$ cat src/rtl/alu_writeback_ctrl.sv
// Multicycle ALU sequencer sitting downstream of the 16x16 register file.
// One instruction in flight: IDLE -> READ -> EXEC -> WB, then writeback via the regfile En/Load port.
module alu_writeback_ctrl #(
  parameter int WIDTH = 16,
  parameter int IMM_W = 8
) (
  input  logic             Clk,
  input  logic             Rst,
  input  logic             InstValid,
  output logic             InstReady,
  input  logic [3:0]       Opcode,
  input  logic [3:0]       RdestLoc,
  input  logic [3:0]       RsrcLoc,
  input  logic [IMM_W-1:0] Imm,
  input  logic             UseImm,
  output logic [3:0]       RdestRegLoc,
  output logic [3:0]       RsrcRegLoc,
  input  logic [WIDTH-1:0] RdestData,
  input  logic [WIDTH-1:0] RsrcData,
  output logic             WrEn,
  output logic [WIDTH-1:0] WrData,
  output logic [4:0]       Flags,
  output logic             Done
);

  localparam logic [1:0] S_IDLE = 2'd0;
  localparam logic [1:0] S_READ = 2'd1;
  localparam logic [1:0] S_EXEC = 2'd2;
  localparam logic [1:0] S_WB   = 2'd3;

  localparam logic [3:0] OP_ADD = 4'b0000;
  localparam logic [3:0] OP_SUB = 4'b0001;
  localparam logic [3:0] OP_CMP = 4'b0010;
  localparam logic [3:0] OP_AND = 4'b0011;
  localparam logic [3:0] OP_OR  = 4'b0100;
  localparam logic [3:0] OP_XOR = 4'b0101;
  localparam logic [3:0] OP_MOV = 4'b0110;
  localparam logic [3:0] OP_LSH = 4'b0111;
  localparam logic [3:0] OP_LUI = 4'b1000;

  // Flags bit positions: {C,F,L,Z,N}
  localparam int unsigned FC = 4;
  localparam int unsigned FF = 3;
  localparam int unsigned FL = 2;
  localparam int unsigned FZ = 1;
  localparam int unsigned FN = 0;

  logic [1:0]       state;
  logic [3:0]       op_q;
  logic [3:0]       dloc_q;
  logic [3:0]       sloc_q;
  logic [IMM_W-1:0] imm_q;
  logic             useimm_q;
  logic [WIDTH-1:0] a_q;
  logic [WIDTH-1:0] b_q;
  logic [WIDTH-1:0] res_q;
  logic             wr_q;
  logic [4:0]       flags_q;

  logic [WIDTH-1:0] imm_sx;
  logic [WIDTH-1:0] imm_zx;
  logic [WIDTH-1:0] opb;
  logic [WIDTH:0]   sum;
  logic [WIDTH:0]   diff;
  logic [WIDTH-1:0] result;
  logic             writes;
  logic [4:0]       flags_nx;
  logic             sign_ext_op;

  always_comb begin
    imm_sx      = {{(WIDTH-IMM_W){imm_q[IMM_W-1]}}, imm_q};
    imm_zx      = {{(WIDTH-IMM_W){1'b0}}, imm_q};
    sign_ext_op = (op_q == OP_ADD) || (op_q == OP_SUB) ||
                  (op_q == OP_CMP) || (op_q == OP_MOV);
    opb         = useimm_q ? (sign_ext_op ? imm_sx : imm_zx) : b_q;
    sum         = {1'b0, a_q} + {1'b0, opb};
    // MSB of the widened difference is the unsigned borrow (A < B)
    diff        = {1'b0, a_q} - {1'b0, opb};
    result      = '0;
    writes      = 1'b0;
    flags_nx    = flags_q;
    case (op_q)
      OP_ADD: begin
        result       = sum[WIDTH-1:0];
        writes       = 1'b1;
        flags_nx[FC] = sum[WIDTH];
        flags_nx[FF] = (a_q[WIDTH-1] == opb[WIDTH-1]) && (sum[WIDTH-1] != a_q[WIDTH-1]);
      end
      OP_SUB: begin
        result       = diff[WIDTH-1:0];
        writes       = 1'b1;
        flags_nx[FC] = diff[WIDTH];
        flags_nx[FF] = (a_q[WIDTH-1] != opb[WIDTH-1]) && (diff[WIDTH-1] != a_q[WIDTH-1]);
      end
      OP_CMP: begin
        flags_nx[FL] = diff[WIDTH];
        flags_nx[FZ] = (a_q == opb);
        flags_nx[FN] = ($signed(a_q) < $signed(opb));
      end
      OP_AND: begin result = a_q & opb; writes = 1'b1; end
      OP_OR:  begin result = a_q | opb; writes = 1'b1; end
      OP_XOR: begin result = a_q ^ opb; writes = 1'b1; end
      OP_MOV: begin result = opb;       writes = 1'b1; end
      OP_LSH: begin
        result = opb[4] ? (a_q >> opb[3:0]) : (a_q << opb[3:0]);
        writes = 1'b1;
      end
      OP_LUI: begin
        result = {imm_q, {(WIDTH-IMM_W){1'b0}}};
        writes = 1'b1;
      end
      default: ;
    endcase
  end

  always_ff @(posedge Clk or negedge Rst) begin
    if (!Rst) begin
      state    <= S_IDLE;
      op_q     <= '0;
      dloc_q   <= '0;
      sloc_q   <= '0;
      imm_q    <= '0;
      useimm_q <= 1'b0;
      a_q      <= '0;
      b_q      <= '0;
      res_q    <= '0;
      wr_q     <= 1'b0;
      flags_q  <= '0;
    end else begin
      case (state)
        S_IDLE: begin
          if (InstValid) begin
            op_q     <= Opcode;
            dloc_q   <= RdestLoc;
            sloc_q   <= RsrcLoc;
            imm_q    <= Imm;
            useimm_q <= UseImm;
            state    <= S_READ;
          end
        end
        S_READ: begin
          a_q   <= RdestData;
          b_q   <= RsrcData;
          state <= S_EXEC;
        end
        S_EXEC: begin
          res_q   <= result;
          wr_q    <= writes;
          flags_q <= flags_nx;
          state   <= S_WB;
        end
        default: state <= S_IDLE;
      endcase
    end
  end

  assign InstReady   = (state == S_IDLE);
  assign RdestRegLoc = dloc_q;
  assign RsrcRegLoc  = sloc_q;
  assign WrData      = res_q;
  assign WrEn        = (state == S_WB) && wr_q;
  assign Done        = (state == S_WB);
  assign Flags       = flags_q;

endmodule

$ cat config.mk
export PLATFORM = sky130hd
export DESIGN_NAME = alu_writeback_ctrl
export DESIGN_NICKNAME = d
export VERILOG_FILES = /design/src/rtl/alu_writeback_ctrl.sv
export SDC_FILE = /design/constraint.sdc
export NUM_CORES = 1
export LEC_CHECK = 0
export BUFFER_PORTS_ARGS = -buffer_cell sky130_fd_sc_hd__buf_2
export CAP_MARGIN = 40
export CORE_ASPECT_RATIO = 0.75
export CORE_MARGIN = 2
export CORE_UTILIZATION = 45
export CTS_BUF_LIST = sky130_fd_sc_hd__clkbuf_8 sky130_fd_sc_hd__clkbuf_16
export DETAILED_ROUTE_END_ITERATION = 16
export PLACE_DENSITY = 0.67
export RECOVER_POWER = 50
export REMOVE_ABC_BUFFERS = 1
export SKIP_CTS_REPAIR_TIMING = 1
export SYNTH_ARGS = -nofsm -noshare
export SYNTH_HDL_FRONTEND = slang
export SYNTH_SLANG_ARGS = --single-unit
$ cat constraint.sdc
create_clock -name Clk -period 3.2 [get_ports Clk]
set_input_delay 0.16 -clock Clk [delete_from_list [all_inputs] [get_ports Clk]]
set_output_delay 0.16 -clock Clk [all_outputs]
set_load 0.02 [all_outputs]
# == Yosys cells after proc, flatten, opt, wreduce, memory -nomap -nowiden ==
# Cells that the tools add are included.
# op_classes
addsub,2
n_lt_le_gt_ge,1
eq_ne,17
shift,2
mux,8
bitwise_logic,3
n_reduce_logical,13
# op_table
operator,n
16-bit case mux with 8 select lines,1
16-bit 2-to-1 mux,3
16-bit by 16-bit adder with 17-bit output,1
16-bit by 16-bit subtractor with 17-bit output,1
16-bit bitwise AND,1
16-bit equality test,1
4-bit by 3-bit equality test with 1-bit output (second input constant),4
16-bit < comparator,1
16-bit bitwise OR,1
16-bit by 4-bit left shift with 16-bit output,1
16-bit by 4-bit right shift with 16-bit output,1
16-bit XOR,1
4-bit by 2-bit equality test with 1-bit output (second input constant),2
8-bit OR reduction,1
2-bit case mux with 3 select lines,1
2-bit AND reduction,3
2-bit equality test (second input constant),2
4-bit by 1-bit equality test with 1-bit output (second input constant),1
4-bit equality test (second input constant),1
4-bit zero test,1
2-bit case mux with 2 select lines,1
1-bit logical AND,3
1-bit logical OR,3
1-bit != test,3
7 further kinds,7
# word_totals
reg_bits,77
inputBits,56
word_cells,58

# == Logic depth before layout (Yosys ltp) ==
# logic_depth
depth_word,10
ltp_mapped,14

# == Least setup slack after synthesis ==
# Ideal clock, no wire load.
# synth_path
kind,flip-flop to flip-flop
from,reg useimm_q
to,reg res_q[12] (netlist: WrData[12])
setup_ns,0.126
arrival_time_ns,3.427
required_ns,3.074
path_slack_ns,-0.354
stages_incl_launch_ff,14
path_buffers,2
synth_period_minus_slack_ns,3.554
path_cell_list,dfrtp_1 -> buf_4 -> mux2i_4 -> inv_2 -> buf_6 -> ha_1 -> fa_1 -> a211oi_4 -> o21bai_1 -> a31o_1 -> a311o_1 -> a221o_1 -> o21a_1 -> o32a_1
# synth_via
elab_chain_len,4
word_cells_on_any_way,10
cone_classes,add/sub (2); shift (2); mux (3); bitwise (3)
# synth_lines
element,line_no,text
start: declaration,53,logic useimm_q;
start signal: assignment,137,useimm_q <= UseImm;
16-bit 2-to-1 mux *,75,opb = useimm_q ? (sign_ext_op ? imm_sx : imm_zx) : b_q;
branches (longest 2 deep; another with 16-bit by 16-bit subtractor with 17-bit output),--,
16-bit case mux with 8 select lines *,82,case (op_q)
end signal: assignment,147,res_q <= result;
end: declaration,56,logic [WIDTH-1:0] res_q;
# Every way passes the cells marked *.
# A chain may end at the register's enable or synchronous reset.

# == Worst setup path in the final report ==
# layout_path
from,reg useimm_q
to,reg res_q[15] (netlist: WrData[15])
# The elaborated chain is that of the path after synthesis.

==> results.md <==
- Status: finished with violations
- Failing checks: capacitance limit, slew limit, setup timing
- HPWL after detailed placement: 20.58 mm
- CTS root buf: clkbuf_16
- Placed cells: 1214
- Critical path type: reg -> reg
- Post-synth EDFFs: 0
- Highest Signal Layer: met4
- Hold Violations, Final: 0
- Worst Skew: 0.01102 ns
- Crit path required time: 3.43 ns
- DR pass1 iterations: 8
- Post-layout nets: 1145
- Clock sinks: 77
- Sequential fraction of the synthesis area: 26.72%
- Crit Path Max Fanout: 8
- Clock transition at path regs: 0.07 ns
- Worst-margin pin slew: 2.105 ns
- Post-DR vias/cell: 6.189
- Most common cell after layout, fill and taps aside: buf_4
- Antenna cells: 0
- Most frequent cells in the layout: 155 x buf_4, 77 x dfrtp_1, 75 x buf_2
- Core area: 0.01587 mm^2
- Final Util: 60.06%
- WL/cell: 22.06 um
- Number of CTS-inserted buffers: 9
- DRT met1 WL: 11.76 mm
- Cell variety after synth: 79
- Unrepaired setup endpoints after global routing: true
- Final GP Congestion: 0.9994
- GRT overflow: 0
- Metal2 WL: 11.30 mm
- Synthesized area per cell: 8.774 um^2
- Worst-Skew Late Latency: 0.35 ns
- Die Y: 113.6 um
- Worst Setup End Kind: register
- Initial antenna violation count: 0
- Area Overhead vs Synth: 32.13%
- CTS HTree Levels: 3
- Tmin final: 3.223 ns
- Mapped Cells: 822
- Number of global-route vias before repair: 7024
- Max capacitance violation total: 1
- Netlist Area Pre-Place: 0.007212 mm^2
- Max-slew violations: 36
- Fin crit share: 100.7%
- Worst hold slack: 0.01917 ns
- Total Die Area: 0.01707 mm^2
- Final std cells w/o fill: 1246
- Ys async rst share: 100.0%
- Number of filler cells placed in the layout: 1430
- Routed wl met3: 3.564 mm
- Row count: 40
- Drt total wl: 27.49 mm
- IO Count: 88
- Setup-failing EPs final: 2
- Via count: 7712
- Largest net degree at the start of global routing: 43
- Global-route wire length before repair: 40.83 mm
- Starting Density: 45.46%
- Slew margin rel.: -40.30%
- Iteration-0 DRC count of the detailed router: 1135
- TNS Setup: -0.03183 ns
- Worst hold path type: in -> reg
- Final worst slack: -0.02296 ns
- IO buf count: 87
- Layout cells sized above 1: 36.49%
- Residual DRC: 0
- Gr usage total: 31.71%
- Yosys Warn Count: 0
- Synth Flop Type: dfrtp_1
- Startpoint class of the critical path: register
- Clock tree buffer depth: 2
- Die Wd: 150.2 um
- Fmax achieved: 310.3 MHz
- Worst endpoint data arrival time: 3.45 ns
- Post-route ant nets: 0
- CTS tree: yes
- Post-synthesis sequential element count: 77
## worst max-delay path: stages, from the launching register on
cell,delay (ns)
dfrtp_1,0.40
buf_6,0.16
buf_4,0.15
mux2_2,0.25
inv_1,0.08
ha_2,0.46
buf_4,0.16
nor2_1,0.04
a221o_1,0.36
o211ai_1,0.47
a21o_1,0.19
a31oi_1,0.08
a221o_1,0.29
## synthesized netlist by cell type (7+ instances only)
| library cell | number | area, um^2 |
|---|---|---|
| ha_1 | 55 | 688.2 |
| o22ai_1 | 16 | 100.1 |
| and2_1 | 7 | 43.79 |
| a211oi_1 | 8 | 60.06 |
| a21o_1 | 9 | 67.56 |
| dfrtp_1 | 77 | 1927 |
| o31ai_1 | 8 | 60.06 |
| nor2_1 | 49 | 183.9 |
| or3_1 | 7 | 43.79 |
| o21bai_1 | 7 | 52.55 |
| nor2b_1 | 12 | 75.07 |
| clkbuf_8 | 9 | 123.9 |
| inv_1 | 54 | 202.7 |
| a31oi_1 | 14 | 87.58 |
| o211ai_1 | 15 | 112.6 |
| clkbuf_1 | 29 | 108.9 |
| nand2_1 | 63 | 236.5 |
| mux2_2 | 39 | 439.2 |
| mux2i_1 | 51 | 510.5 |
| a22oi_1 | 7 | 52.55 |
| a221oi_1 | 10 | 87.58 |
| nor3_1 | 19 | 95.09 |
| a21oi_1 | 47 | 235.2 |
| o21ai_0 | 65 | 325.3 |
| nand3_1 | 14 | 70.07 |
| a32oi_1 | 7 | 61.31 |
## sequential cells by signal, indices dropped and copies added, names as in the netlist, 4 cells and up
signal	cells
Flags	5
RdestRegLoc	4
RsrcRegLoc	4
WrData	16
a_q	16
b_q	16
imm_q	8
op_q	4
## path summary, 6_finish.rpt
kind / slack [ns] / from / cells past startpoint / end
worst max-delay path: -0.02 / useimm_q / 12 / WrData[15]
worst min-delay path: 0.02 / InstValid / 2 / state[1]
worst max register to register: -0.02 / useimm_q / 12 / WrData[15]
worst min register to register: 0.48 / wr_q / 1 / wr_q
max in group asynchronous: 1.03 / Rst / 2 / a_q[3]
min in group asynchronous: 0.96 / Rst / 2 / RsrcRegLoc[3]
## logic make-up (layout without fill, tap and decap cells)
kind of cell             count (synthesis)  in the layout  share of synthesized area (%)
AO/OA/AOI/OAI                          268            268                          24.97
XOR/XNOR                                 6              6                         0.7287
adder cells (fa/ha/maj)                 57             57                          10.10
buffers and inverters                  107            321                          7.547
flip-flops                              77             77                          26.72
multiplexers                            99             99                          15.98
AND/OR/NAND/NOR                        208            208                          13.97
## metal layers
metal,vias up,GRT usage (%)
met5,-,0
met1,3609,47.52
met4,0,10.94
met3,78,7.880
met2,558,44.05
li1,3467,-
## cell type report
class	count	area, um^2	share of cell area (%)
Multi-Input combinational cell	638	5096	53.48
Sequential cell	77	1927	20.22
Timing Repair Buffer	251	1697	17.80
Tap cell	210	262.8	2.757
Clock buffer	9	225.2	2.363
Inverter	55	209.0	2.193
Clock inverter	6	112.6	1.182
## stage by stage
step	area, um^2	worst slack, ns
floorplan	6874	-1.421
global placement	8683	-0.1191
detailed placement	8703	-0.1564
CTS	9041	-0.2031
global route	9529	-0.1305
finish	9529	-0.02296
Power is left out: the tool's default activity adds up to more than one toggle a clock period on the data nets, which glitch-free logic cannot reach.
